`config.mk`:
```
export PLATFORM = sky130hd
export DESIGN_NAME = corelet_seq_ctrl
export DESIGN_NICKNAME = d
export VERILOG_FILES = /design/src/rtl/corelet_pkg.sv /design/src/rtl/sram_to_l0_issuer.sv /design/src/rtl/corelet_seq_ctrl.sv
export SDC_FILE = /design/constraint.sdc
export NUM_CORES = 1
export LEC_CHECK = 0
export BUFFER_PORTS_ARGS = -buffer_cell sky130_fd_sc_hd__buf_2
export CAP_MARGIN = 20
export CORE_MARGIN = 2
export CORE_UTILIZATION = 51
export DETAILED_ROUTE_END_ITERATION = 10
export GPL_TIMING_DRIVEN = 1
export PLACE_DENSITY = 0.77
export SLEW_MARGIN = 30
export SYNTH_ARGS = -nofsm -noshare
export SYNTH_HDL_FRONTEND = slang
export SYNTH_SLANG_ARGS = --single-unit
export TNS_END_PERCENT = 10
```
`constraint.sdc`:
```
create_clock -name clk -period 2.6 [get_ports clk]
set_input_delay 0.52 -clock clk [delete_from_list [all_inputs] [get_ports clk]]
set_output_delay 0.52 -clock clk [all_outputs]
set_load 0.005 [all_outputs]
```
`src/rtl/corelet_pkg.sv`:
```
// corelet_pkg: shared types and constants for the corelet sequencer.
// Holds the state enum, array instruction codes and default sizes.
package corelet_pkg;

  typedef enum logic [3:0] {
    IDLE,
    W_LOAD,
    W_PUSH,
    W_SETTLE,
    A_LOAD,
    A_EXEC,
    DRAIN,
    CLEAR,
    WB,
    DONE
  } seq_state_e;

  localparam logic [1:0] INST_IDLE  = 2'b00;
  localparam logic [1:0] INST_KLOAD = 2'b01;
  localparam logic [1:0] INST_EXEC  = 2'b10;

  localparam int ROW_DEF       = 8;
  localparam int COL_DEF       = 8;
  localparam int MAX_KIJ_DEF   = 9;
  localparam int ACT_DEPTH_DEF = 64;
  localparam int OUT_DEPTH_DEF = 16;

endpackage

```
`src/rtl/sram_to_l0_issuer.sv`:
```
// sram_to_l0_issuer: SRAM read issue counter feeding the L0 FIFO.
// Reads are held off by l0_full; the L0 write trails each read by one cycle.
module sram_to_l0_issuer #(
  parameter int CW = 8
) (
  input  logic          clk,
  input  logic          rst_n,
  input  logic          i_active,
  input  logic          i_clr,
  input  logic [CW-1:0] i_len,
  input  logic          i_full,
  output logic [CW-1:0] o_cnt,
  output logic          o_cen,
  output logic          o_wr,
  output logic          o_done
);

  logic [CW-1:0] r_cnt;
  logic          r_wr;
  logic          w_pend;
  logic          w_issue;

  assign w_pend  = i_active && (r_cnt != i_len);
  assign w_issue = w_pend && !i_full;
  assign o_cnt   = r_cnt;
  assign o_cen   = !w_issue;
  assign o_wr    = r_wr;
  assign o_done  = i_active && (r_cnt == i_len);

  // Count issued reads; the write strobe is the read delayed by one cycle
  always_ff @(posedge clk or negedge rst_n) begin
    if (!rst_n) begin
      r_cnt <= '0;
      r_wr  <= 1'b0;
    end else if (i_clr || !i_active) begin
      r_cnt <= '0;
      r_wr  <= 1'b0;
    end else begin
      r_wr <= w_issue;
      if (w_issue) r_cnt <= r_cnt + CW'(1);
    end
  end

endmodule

```
`src/rtl/corelet_seq_ctrl.sv`:
```
// corelet_seq_ctrl: weight/activation load, execute and writeback sequencer.
// Optional busy/stall perf counters are built when CORELET_SEQ_PERF_EN is defined.
module corelet_seq_ctrl
  import corelet_pkg::*;
#(
  parameter int ROW       = ROW_DEF,
  parameter int COL       = COL_DEF,
  parameter int MAX_KIJ   = MAX_KIJ_DEF,
  parameter int ACT_DEPTH = ACT_DEPTH_DEF,
  parameter int OUT_DEPTH = OUT_DEPTH_DEF,
  parameter int W_AW      = $clog2(MAX_KIJ*ROW),
  parameter int A_AW      = $clog2(ACT_DEPTH),
  parameter int O_AW      = $clog2(OUT_DEPTH)
) (
  input  logic                       clk,
  input  logic                       reset_n,
  input  logic                       seq_begin,
  input  logic                       seq_abort,
  input  logic [$clog2(MAX_KIJ)-1:0] cfg_kij,
  input  logic [A_AW-1:0]            cfg_n_act,
  output logic                       busy,
  output logic                       seq_done,
  output logic                       sfu_done,
  output logic                       sel_w,
  output logic [W_AW-1:0]            w_addr,
  output logic                       w_cen,
  output logic [A_AW-1:0]            act_addr,
  output logic                       act_cen,
  output logic                       l0_wr,
  output logic                       l0_rd,
  input  logic                       l0_full,
  input  logic                       l0_ready,
  output logic [1:0]                 inst_w,
  output logic                       array_clr,
  output logic [O_AW-1:0]            op_addr,
  output logic                       op_cen,
  output logic                       op_wen,
  output logic [O_AW-1:0]            out_sel
`ifdef CORELET_SEQ_PERF_EN
  ,
  output logic [31:0]                perf_cycles,
  output logic [31:0]                perf_stalls
`endif
);

  localparam int KW = $clog2(MAX_KIJ);
  localparam int CW = $clog2(ACT_DEPTH + ROW + COL + OUT_DEPTH) + 1;

  seq_state_e      r_state;
  logic [CW-1:0]   r_cnt;
  logic [KW-1:0]   r_kij;
  logic [KW-1:0]   r_cfg_kij;
  logic [A_AW-1:0] r_cfg_n_act;
  logic            r_abort_clr;

  logic          w_in_w;
  logic          w_in_a;
  logic          w_iss_act;
  logic          w_push;
  logic          w_exec;
  logic          w_rd_ok;
  logic          w_abort;
  logic          w_wb;
  logic [CW-1:0] w_iss_len;
  logic [CW-1:0] w_icnt;
  logic          w_icen;
  logic          w_iwr;
  logic          w_idone;

  assign w_in_w    = (r_state == W_LOAD);
  assign w_in_a    = (r_state == A_LOAD);
  assign w_iss_act = w_in_w || w_in_a;
  assign w_push    = (r_state == W_PUSH);
  assign w_exec    = (r_state == A_EXEC);
  assign w_wb      = (r_state == WB);
  assign w_rd_ok   = (w_push || w_exec) && l0_ready;
  assign w_abort   = seq_abort && (r_state != IDLE);
  assign w_iss_len = w_in_w ? CW'(ROW)
                            : CW'(r_cfg_n_act) + CW'(1);

  sram_to_l0_issuer #(
    .CW (CW)
  ) u_issuer (
    .clk      (clk),
    .rst_n    (reset_n),
    .i_active (w_iss_act),
    .i_clr    (w_abort),
    .i_len    (w_iss_len),
    .i_full   (l0_full),
    .o_cnt    (w_icnt),
    .o_cen    (w_icen),
    .o_wr     (w_iwr),
    .o_done   (w_idone)
  );

  assign busy      = (r_state != IDLE);
  assign seq_done  = (r_state == DONE);
  assign sfu_done  = w_wb;
  assign sel_w     = w_in_w || w_push;
  assign w_cen     = w_in_w ? w_icen : 1'b1;
  assign w_addr    = w_in_w ? W_AW'(int'(r_kij) * ROW + int'(w_icnt)) : '0;
  assign act_cen   = w_in_a ? w_icen : 1'b1;
  assign act_addr  = w_in_a ? w_icnt[A_AW-1:0] : '0;
  assign l0_wr     = w_iwr;
  assign l0_rd     = w_rd_ok;
  assign inst_w    = !w_rd_ok ? INST_IDLE
                   : (w_push ? INST_KLOAD : INST_EXEC);
  assign array_clr = (r_state == CLEAR) || r_abort_clr;
  assign op_cen    = !w_wb;
  assign op_wen    = !w_wb;
  assign op_addr   = w_wb ? r_cnt[O_AW-1:0] : '0;
  assign out_sel   = w_wb ? r_cnt[O_AW-1:0] : '0;

  // Main sequencer: phase transitions, phase counter and tap index
  always_ff @(posedge clk or negedge reset_n) begin
    if (!reset_n) begin
      r_state     <= IDLE;
      r_cnt       <= '0;
      r_kij       <= '0;
      r_cfg_kij   <= '0;
      r_cfg_n_act <= '0;
      r_abort_clr <= 1'b0;
    end else begin
      r_abort_clr <= 1'b0;
      if (w_abort) begin
        r_state     <= IDLE;
        r_cnt       <= '0;
        r_abort_clr <= 1'b1;
      end else begin
        unique case (r_state)
          IDLE: if (seq_begin) begin
            r_cfg_kij   <= cfg_kij;
            r_cfg_n_act <= cfg_n_act;
            r_kij       <= '0;
            r_cnt       <= '0;
            r_state     <= W_LOAD;
          end
          W_LOAD: if (w_idone) begin
            r_cnt   <= '0;
            r_state <= W_PUSH;
          end
          W_PUSH: if (l0_ready) begin
            if (r_cnt == CW'(ROW - 1)) begin
              r_cnt   <= '0;
              r_state <= W_SETTLE;
            end else r_cnt <= r_cnt + CW'(1);
          end
          W_SETTLE: begin
            if (r_cnt == CW'(COL - 1)) begin
              r_cnt   <= '0;
              r_state <= A_LOAD;
            end else r_cnt <= r_cnt + CW'(1);
          end
          A_LOAD: if (w_idone) begin
            r_cnt   <= '0;
            r_state <= A_EXEC;
          end
          A_EXEC: if (l0_ready) begin
            if (r_cnt == CW'(r_cfg_n_act)) begin
              r_cnt   <= '0;
              r_state <= DRAIN;
            end else r_cnt <= r_cnt + CW'(1);
          end
          DRAIN: begin
            if (r_cnt == CW'(ROW + COL - 1)) begin
              r_cnt   <= '0;
              r_state <= CLEAR;
            end else r_cnt <= r_cnt + CW'(1);
          end
          CLEAR: begin
            r_cnt <= '0;
            if (r_kij == r_cfg_kij) begin
              r_state <= WB;
            end else begin
              r_kij   <= r_kij + KW'(1);
              r_state <= W_LOAD;
            end
          end
          WB: begin
            if (r_cnt == CW'(OUT_DEPTH - 1)) begin
              r_cnt   <= '0;
              r_state <= DONE;
            end else r_cnt <= r_cnt + CW'(1);
          end
          DONE: r_state <= IDLE;
          default: r_state <= IDLE;
        endcase
      end
    end
  end

`ifdef CORELET_SEQ_PERF_EN
  logic [31:0] r_perf_cyc;
  logic [31:0] r_perf_stl;
  logic        w_stall;

  assign w_stall = (w_iss_act && !w_idone && l0_full)
                || ((w_push || w_exec) && !l0_ready);

  // Saturating busy/stall counters, cleared when a run is accepted
  always_ff @(posedge clk or negedge reset_n) begin
    if (!reset_n) begin
      r_perf_cyc <= '0;
      r_perf_stl <= '0;
    end else if (r_state == IDLE && seq_begin) begin
      r_perf_cyc <= '0;
      r_perf_stl <= '0;
    end else if (busy) begin
      if (r_perf_cyc != '1) r_perf_cyc <= r_perf_cyc + 32'd1;
      if (w_stall && r_perf_stl != '1) r_perf_stl <= r_perf_stl + 32'd1;
    end
  end

  assign perf_cycles = r_perf_cyc;
  assign perf_stalls = r_perf_stl;
`endif

endmodule

```
==> summary.md <==
| Metric | Value |
|---|---|
| Grt ovf | 0 |
| First-pass GRT wire length | between 10000 and 15000 µm |
| Endpoints failing hold | 0 |
| Synth Warn # | 0 |
| Buf/Inv on CP | 2 |
| Clock share of power | 18.4% |
| RSZ-0062 raised after global routing | yes |
| RD Place Congestion | 0.848 |
| Final worst path period share | 109% |
| Fill cells | ~450 |
| Power Internal | 1.64 mW |
| Worst hold margin | 301 ps |
| Die H | between 70 and 80 µm |
| Core ar. | between 5000 and 6000 µm² |
| Num CTS Buffers | 5 |
| Die area | around 6000 µm² |
| 1st-iter DRT viols | 172 |
| Drc violations | 0 |
| Ant. Diodes | 0 |
| Maximum VDD drop | 0.000568 V |
| Simple-gate share of the synthesized area | approximately 27% |
| Initial DRT Pass Iterations | 5 |
| Slowest stage delay, CP | just under 700 ps |
| Worst-Margin Slew | between 800 and 900 ps |
| Via count | between 2000 and 3000 |
| Switching part of the total power | 40.1% |
| CTS Buffer Depth | 2 |
| Pleak | roughly 1.5 nW |
| Row cnt | 26 |
| Cells after synthesis | roughly 310 |
| Antenna violations before repair | 0 |
| Commonest non-fill, non-tap cell in the layout | buf_2 |
| Worst-path fanout max | 6 |
| Largest family of logic cells by synthesized area | simple AND/OR/NAND/NOR gates |
| Pwr per Cell Area | just over 800 nW/µm² |
| Synthesized flop and latch total | 36 |
| Synth Area in Compound Gates | between 10% and 20% |
| Post-route ant nets | 0 |
| Synth top area cells | dfrtp_1 (33%), mux2_2 (4.9%), xor2_1 (3.5%) |
| Root Driver | clkbuf_8 |
| Skew final | 9.30 ps |
| Share of layout cells above drive strength 1 | 33.7% |
| Crit Path Class | reg -> out |
| Ports | 50 |
| Routed len/inst | roughly 16 µm |
| Layout net count | between 300 and 400 |
| Startpoint types | flop |
| Max Slew Vio Count | 0 |
| Fin worst setup slack | -234 ps |
| Vias in the first global route | 2229 |
| Outcome | finished, violations left |
| Synthesized Nets | between 300 and 400 |
| Gate power share | between 50% and 60% |
| Adder-cell share of the synthesized area | about 4% |
| Max Clk Rate | about 0.35 GHz |
| Largest net degree at the start of global routing | 37 |
| Synth Flop Type | dfrtp_1 |
| Slew headroom | a little under half |
| Starting Density | 53.4% |
| Post-synth EDFFs | 0 |
| Asr flop ratio synth | between 90% and 100% |
| Post-synthesis xor/xnor area fraction | under 10% |
| Port Buf Inserts | 49 |
| Clock sinks | 36 |
| Drt total wl | 6980 µm |
| Switching pwr | about 1.1 mW |
| Mean post-synth cell area | around 9 µm² |
| Req. time, crit path | roughly 2100 ps |
| # setup viols final | 2 |
| CTS clk-pin slew, worst paths | about 80 ps |
| CP Capture Type | output pin |
| Post-route minimum period | approximately 2800 ps |
| Slowest CP cell | or4b_2 |
| HP Class | in -> async |
| Hold Buf Count CTS | 0 |
| Total Routing Usage GR | 22.9% |
| Critical Path, Cell by Cell | buf_4, or4b_2, a31oi_2, o221a_4, nor2_4, nand2_1, buf_2 |
| Clock Latency Late Sink | around 300 ps |
| Seq/Total Area, Yosys | between 30% and 40% |
| WP data arrival | 2310 ps |
| Dpl hpwl | 4890 µm |
| Crit-path leading delay family | simple AND/OR/NAND/NOR gates |
| Yosys cell types | between 50 and 60 |
| Leading area contributor after synthesis | dfrtp_1 |
| Overall power | about 2.7 mW |
| CTS tree | done |
| Die X | 77.4 µm |
| Most frequent cells in the layout | buf_2 (49), dfrtp_1 (34), buf_4 (28), nand2_1 (22), nor2_1 (18) |
| Vias per inst | ~6 |
| FF-to-FF setup slack | 80 ps |
| Syn Std Cell Area | around 2700 µm² |
| H-tree depth reported by CTS | 2 |
| Failing checks | setup timing |
| Synthesis-to-finish area growth | 22.4% |
| Synth top area share | about a third |
| Max-Cap Viols | 0 |
| Flop pwr share | between 20% and 30% |
| Mux cell area share after synthesis | 7.47% |
repair_timing:
action,in CTS,in global routing
cloned,0,0
gates resized for setup,8,10
pin swaps,0,5
setup endpoints to repair,2,7
buffers inserted,0,9
cell type report:
class,instances,area [µm²],area share (%)
Multi-Input combinational cell,237,1770,52.5
Sequential cell,36,903,26.9
Timing Repair Buffer,77,455,13.5
Tap cell,70,87.6,2.61
Clock buffer,5,68.8,2.05
Clock inverter,3,42.5,1.27
Inverter,10,37.5,1.12
routing by layer:
layer | track usage (%) | vias up | wire (µm)
met5 | 0 | - | 0
met4 | 6.07 | 0 | 83
met3 | 4.07 | 5 | 436
met2 | 36.4 | 102 | 3250
met1 | 32.4 | 1273 | 3210
li1 | - | 1232 | -
cells by family after synthesis:
kind of cell / count (synthesis)
AND/OR/NAND/NOR: 127
AO/OA/AOI/OAI: 64
flip-flops: 36
buffers and inverters: 34
XOR/XNOR: 19
multiplexers: 19
adder cells (fa/ha/maj): 8
flip-flops by register name, indices dropped and copies added, names as in the netlist:
| signal | cells |
|---|---|
| u_issuer.o_wr | 1 |
| r_abort_clr | 1 |
| r_cfg_kij | 4 |
| r_cfg_n_act | 6 |
| u_issuer.o_cnt | 8 |
| r_kij | 4 |
| r_state | 4 |
| r_cnt | 8 |
Yosys cell counts (6+ instances only):
| cell type | instances |
|---|---|
| or3_1 | 6 |
| o21ai_0 | 11 |
| and2_1 | 6 |
| ha_1 | 7 |
| nand2_1 | 22 |
| nor3_1 | 10 |
| xor2_1 | 11 |
| buf_4 | 6 |
| nand2b_1 | 13 |
| and3_1 | 13 |
| xnor2_1 | 8 |
| a31oi_1 | 7 |
| mux2_2 | 12 |
| nor2_1 | 19 |
| a21oi_1 | 17 |
| mux2i_1 | 7 |
| nand3_1 | 7 |
| dfrtp_1 | 36 |
| inv_1 | 10 |
| clkbuf_1 | 10 |
power groups by stage:
| stage | clock network, mW | logic (mW) | registers [mW] |
|---|---|---|---|
| CTS | 0.508 | 1.20 | 0.798 |
| finish | 0.505 | 1.43 | 0.803 |
| global route | 0.540 | 1.54 | 0.818 |
| floorplan | 0 | 0.884 | 0.741 |
| detailed placement | 0 | 1.16 | 0.802 |
| global placement | 0 | 1.13 | 0.789 |
metrics by stage:
step	util, %	cells	area (µm²)	worst slack (ps)	setup TNS, ps
after floorplan	-	307	2750	54.4	0
after global placement	60.1	421	3090	123	0
after detailed placement	60.1	421	3090	21.3	0
after CTS	63.0	429	3240	-186	-369
after global routing	65.4	438	3360	-309	-632
final	65.4	438	3360	-234	-460
worst paths after layout:
check | from | endpoint | depth (start not counted)
min in group clk | cfg_kij[3] | r_cfg_kij[3] | 2
min reg2reg | r_cnt[7] | r_cnt[7] | 1
max reg2reg | r_state[1] | u_issuer.o_cnt[4] | 7
min | reset_n | u_issuer.o_wr | 1
max | r_cfg_n_act[0] | act_cen | 7
max in group asynchronous | reset_n | r_cfg_n_act[0] | 1
(Power assumes the default switching activity.)
